### config.mk
export PLATFORM = sky130hd
export DESIGN_NAME = ir_dispatch_seq
export DESIGN_NICKNAME = d
export VERILOG_FILES = /design/src/rtl/ir_dispatch_seq.sv
export SDC_FILE = /design/constraint.sdc
export NUM_CORES = 1
export LEC_CHECK = 0
export ABC_AREA = 0
export BUFFER_PORTS_ARGS = -buffer_cell sky130_fd_sc_hd__buf_2
export CAP_MARGIN = 20
export CELL_PAD_IN_SITES_DETAIL_PLACEMENT = 2
export CELL_PAD_IN_SITES_GLOBAL_PLACEMENT = 2
export CORE_MARGIN = 2
export CORE_UTILIZATION = 25
export DETAILED_ROUTE_END_ITERATION = 10
export PLACE_DENSITY_LB_ADDON = 0.15
export SLEW_MARGIN = 20
export SYNTH_ARGS = -nofsm -noshare
export SYNTH_HDL_FRONTEND = slang
export SYNTH_SLANG_ARGS = --single-unit
### constraint.sdc
create_clock -name clk -period 4.65 [get_ports clk]
set_clock_uncertainty 0.15 [all_clocks]
set_input_delay 0.6975 -clock clk [delete_from_list [all_inputs] [get_ports clk]]
set_output_delay 0.6975 -clock clk [all_outputs]
set_load 0.01 [all_outputs]
### src/rtl/ir_dispatch_seq.sv
// rtl/ir_dispatch_seq.sv - IR load and DRAM dispatch lookup sequencer
module ir_dispatch_seq #(
   parameter int DRAM_LAT = 1
) (
   input  logic         clk,
   input  logic         reset,
   input  logic         loadCache,
   input  logic         loadAD,
   input  logic [0:35]  cacheData,
   input  logic [0:35]  AD,
   input  logic         userMode,
   input  logic         userIOEn,
   input  logic         ackDisp,
   input  logic [23:0]  dramData,
   output logic         dramEn,
   output logic [0:12]  dramAddr,
   output logic [10:12] irac,
   output logic         irIOLegal,
   output logic         JRST0,
   output logic [3:0]   DRAM_A,
   output logic [3:0]   DRAM_B,
   output logic [10:0]  DRAM_J,
   output logic         dramParErr,
   output logic         dispValid,
   output logic         busy
);

   typedef enum logic [2:0] {
      S_IDLE,
      S_RD,
      S_WAIT,
      S_CAP,
      S_VALID
   } state_t;

   // Last WAIT count before CAP; WAIT is never entered when DRAM_LAT is 1.
   localparam logic [1:0] WAIT_LAST = (DRAM_LAT > 1) ? 2'(DRAM_LAT - 2) : 2'd0;

   state_t      state;
   logic [0:35] ir;
   logic [1:0]  wait_cnt;
   logic        accept;
   logic        new_io;
   logic [0:35] new_ir;
   logic        unused_bits;

   // Source select (cache wins) and load acceptance: idle, or consumer acking a valid result.
   always_comb begin
      new_ir = loadCache ? cacheData : AD;
      new_io = (new_ir[0:2] == 3'b111);
      accept = (loadCache | loadAD) &&
               ((state == S_IDLE) || ((state == S_VALID) && ackDisp));
   end

   // The full IR is architecturally held; only its decoded fields leave the block.
   assign unused_bits = ^{ir, dramData[15:11]};

   // Sequencer: IR capture and decode, DRAM read timing, dispatch result registers.
   always_ff @(posedge clk or posedge reset) begin
      if (reset) begin
         state      <= S_IDLE;
         ir         <= '0;
         irac       <= '0;
         JRST0      <= 1'b0;
         irIOLegal  <= 1'b0;
         dramAddr   <= '0;
         DRAM_A     <= '0;
         DRAM_B     <= '0;
         DRAM_J     <= '0;
         dramParErr <= 1'b0;
         dispValid  <= 1'b0;
         dramEn     <= 1'b0;
         busy       <= 1'b0;
         wait_cnt   <= '0;
      end else if (accept) begin
         ir        <= new_ir;
         irac      <= new_ir[10:12];
         JRST0     <= (new_ir[0:8] == 9'o254) && (new_ir[9:12] == 4'd0);
         irIOLegal <= new_io && (!userMode || userIOEn);
         dramAddr  <= {new_ir[0:8], new_ir[10:12], new_io};
         dramEn    <= 1'b1;
         busy      <= 1'b1;
         dispValid <= 1'b0;
         wait_cnt  <= '0;
         state     <= S_RD;
      end else begin
         case (state)
            S_RD: begin
               dramEn <= 1'b0;
               if (DRAM_LAT > 1) state <= S_WAIT;
               else              state <= S_CAP;
            end
            S_WAIT: begin
               if (wait_cnt == WAIT_LAST) state <= S_CAP;
               else                       wait_cnt <= wait_cnt + 2'd1;
            end
            S_CAP: begin
               DRAM_A     <= dramData[23:20];
               DRAM_B     <= dramData[19:16];
               DRAM_J     <= dramData[10:0];
               dramParErr <= ~^dramData;
               dispValid  <= 1'b1;
               busy       <= 1'b0;
               state      <= S_VALID;
            end
            S_VALID: begin
               if (ackDisp) begin
                  dispValid <= 1'b0;
                  state     <= S_IDLE;
               end
            end
            default: ;
         endcase
      end
   end

endmodule

==> results.py <==
metrics = {
    "power": {
        "ir_worst_vdd_uv": 229,
        "p_leak_nw": 1.30,
        "power_density_mw_per_mm2": 554,
    },
    "clocking": {
        "cts_buffer_depth": 2,
        "clockRootBuffer": "clkbuf_8",
        "post_cts_resized": 0,
        "cts_htree_levels": 2,
        "cts_setup_buffers": 0,
        "tritoncts": "yes",
        "cts_hold_buf": 0,
        "cts-buffers-inserted": 5,
        "cts_sinks": 43,
        "clkTransAtPathRegs_ns": 0.09,
        "clock_latency_ns": 0.29,
    },
    "route": {
        "vias": 1723,
        "drt-initial-drc-count": 17,
        "viasPerCell": 4.46,
        "drc": 0,
        "ant_nets": 0,
        "dr.pass1.iters": 4,
        "routed_wl_mm": 5.63,
        "routedWlPerCell_um": 14.6,
    },
    "timing": {
        "hold_viol": 0,
        "hold_ws_ns": 0.196,
        "slew_headroom": 0.374,
        "fmax_ghz": 0.417,
        "slew_viol_final": 0,
        "finalSetupTns_ns": 0,
        "setup_viol": 0,
        "rsz0062_at_grt": "no",
        "period_needed_ns": 2.40,
        "period_share": 0.516,
        "worst_pin_slew_ns": 0.937,
    },
    "cells_and_area": {
        "instances_no_fill": 386,
        "final_common_cell": "buf_2",
        "fin_util": 0.342,
        "final_cell_mix": "97 x buf_2, 43 x dfrtp_1, 21 x mux2_2",
        "stdcell_area_mm2": 0.00281,
        "syn_to_final_growth_pct": 32.5,
        "drive_above_1_share": 0.459,
        "diodes": 0,
        "nets": 385,
    },
    "logic_synthesis": {
        "synth.distinct_cells": 33,
        "synth-seq-cells": 43,
        "synth_nets": 291,
        "yosysSeqAreaShare": 0.508,
        "yosys_warnings": 0,
        "netlist_instances": 187,
        "syn_area_per_cell_um2": 11.3,
        "syn_area_mm2": 0.00212,
    },
    "floorplanning": {
        "io_pins": 144,
        "rows": 33,
        "core-area_mm2": 0.00822,
        "dieArea_mm2": 0.00923,
        "die_w_um": 96.1,
        "initial_core_util": 0.258,
        "die_h_um": 96.1,
    },
    "global_route": {
        "grt_pass1_vias": 1789,
        "grt_usage": 0.126,
        "grt_first_pass_wirelength_mm": 8.87,
        "overflow": 0,
        "antenna_found_initial": 0,
        "grt_max_degree": 44,
    },
    "hold_path": {
        "holdCritPathClass": "in -> async",
    },
    "run_status": {
        "status": "finished clean",
    },
    "critical_path": {
        "worstReg2RegStart": "state[1]$_DFFE_PP0P_",
        "cp_data_required_time_ns": 4.71,
        "crit_start": "loadCache",
        "critPathMaxFanout": 19,
        "cpPeakStageDelay_ns": 0.72,
        "end_kind": "flip-flop",
        "path_cells": "buf_2, nor2_1, nor4_4, buf_4, nor2_1, a31oi_1",
        "cp_slowest_cell": "nor4_4",
        "start_kind": "primary input",
        "crit_top_cell": "nor2_1",
        "worstSetupPathType": "in -> reg",
        "worstPathArrival_ns": 2.46,
    },
    "placement": {
        "place_area_mm2": 0.00269,
        "place_inst": 378,
        "routabilityCongestion": 0.766,
        "dpl.hpwl_mm": 4.42,
        "io_buffers": 97,
    },
    "job": {
        "maxCapViolCount": 0,
    },
}
==> synth_stat cells <==
| cell type | instances | area [um^2] |
|---|---|---|
| xnor3_1 | 1 | 22.5 |
| nor4b_1 | 1 | 8.76 |
| ha_1 | 1 | 12.5 |
| o31ai_1 | 1 | 7.51 |
| o21ai_0 | 3 | 15.0 |
| clkbuf_1 | 1 | 3.75 |
| mux2i_1 | 11 | 110 |
| nor3_1 | 3 | 15.0 |
| mux2_2 | 21 | 236 |
| nand2_1 | 5 | 18.8 |
| nor2_1 | 18 | 67.6 |
| o21a_1 | 1 | 7.51 |
| a22o_1 | 1 | 8.76 |
| nor4_2 | 1 | 12.5 |
| xnor2_1 | 19 | 166 |
| nand2b_1 | 5 | 31.3 |
| o21bai_1 | 1 | 7.51 |
| inv_1 | 5 | 18.8 |
| a31oi_1 | 1 | 6.26 |
| nor2b_1 | 2 | 12.5 |
| xnor2_2 | 1 | 16.3 |
| o22ai_1 | 1 | 6.26 |
| nand3_1 | 4 | 20.0 |
| buf_4 | 3 | 22.5 |
| nand3b_1 | 1 | 7.51 |
| dfrtp_1 | 43 | 1080 |
| nor4_1 | 5 | 31.3 |
| a211o_1 | 1 | 8.76 |
| buf_2 | 8 | 40.0 |
| a21oi_1 | 14 | 70.1 |
| xor2_1 | 2 | 17.5 |
| o221ai_1 | 1 | 8.76 |
| o21ai_1 | 1 | 5.00 |
==> final timing paths <==
| path | end | slack [ns] | cells past startpoint |
|---|---|---|---|
| setup / recovery | dramAddr[6]$_DFFE_PP0P_ | 2.25 | 6 |
| hold / removal | DRAM_A[2]$_DFFE_PP0P_ | 0.20 | 2 |
| setup reg to reg | DRAM_B[0]$_DFFE_PP0P_ | 2.42 | 3 |
| hold reg to reg | busy$_DFFE_PP0P_ | 0.34 | 1 |
| max in group asynchronous | dramEn$_DFFE_PP0P_ | 3.67 | 3 |
| min in group clk | busy$_DFFE_PP0P_ | 0.34 | 1 |
==> registers in the layout, summed over array words and instances (netlist names) <==
name        count
dramEn          1
dramParErr      1
busy            1
dramAddr       13
DRAM_J         11
DRAM_B          4
JRST0           1
irIOLegal       1
dispValid       1
DRAM_A          4
wait_cnt        2
state           3
==> kinds of logic (layout without fill, tap and decap cells) <==
| family | count (synthesis) | after routing | synth area share |
|---|---|---|---|
| compound gates | 26 | 26 | 0.0714 |
| xor+xnor | 23 | 23 | 0.105 |
| fa+ha+maj | 1 | 1 | 0.00590 |
| buf+inv | 17 | 111 | 0.0401 |
| flops | 43 | 43 | 0.508 |
| mux | 32 | 32 | 0.164 |
| simple gates | 45 | 45 | 0.106 |
==> stage by stage <==
stage | worst slack, ns | total power [mW]
after floorplan | 2.76 | 1.04
after global placement | 1.91 | 1.28
after detailed placement | 1.89 | 1.30
after CTS | 2.21 | 1.59
after global routing | 2.05 | 1.68
final | 2.25 | 1.56
==> critical path: cells and delay by family <==
family	cells	cell delay [ns]
AO/OA/AOI/OAI	1	0.13
buffers and inverters	2	0.69
AND/OR/NAND/NOR	3	0.94
==> area by class of cell <==
type	count	area, um^2
repair buffers	99	513
clock inverters	1	30.0
flip-flops and latches	43	1080
inverters	5	18.8
well taps	105	131
multi-input cells	127	967
clock buffers	6	72.6
fillers	919	5410
==> per-layer routing <==
metal  wire (um)  vias to the layer above  global-route usage
met5           0                        -                   0
met1        2410                      853               0.156
met3         273                        5              0.0282
met2        2900                       37               0.221
met4          46                        0              0.0321
li1            -                      828                   -
==> report_power, final <==
group | switching [mW] | internal (mW)
Clock | 0.124 | 0.158
Combinational | 0.306 | 0.319
Sequential | 0.107 | 0.542
(Power assumes the default switching activity.)
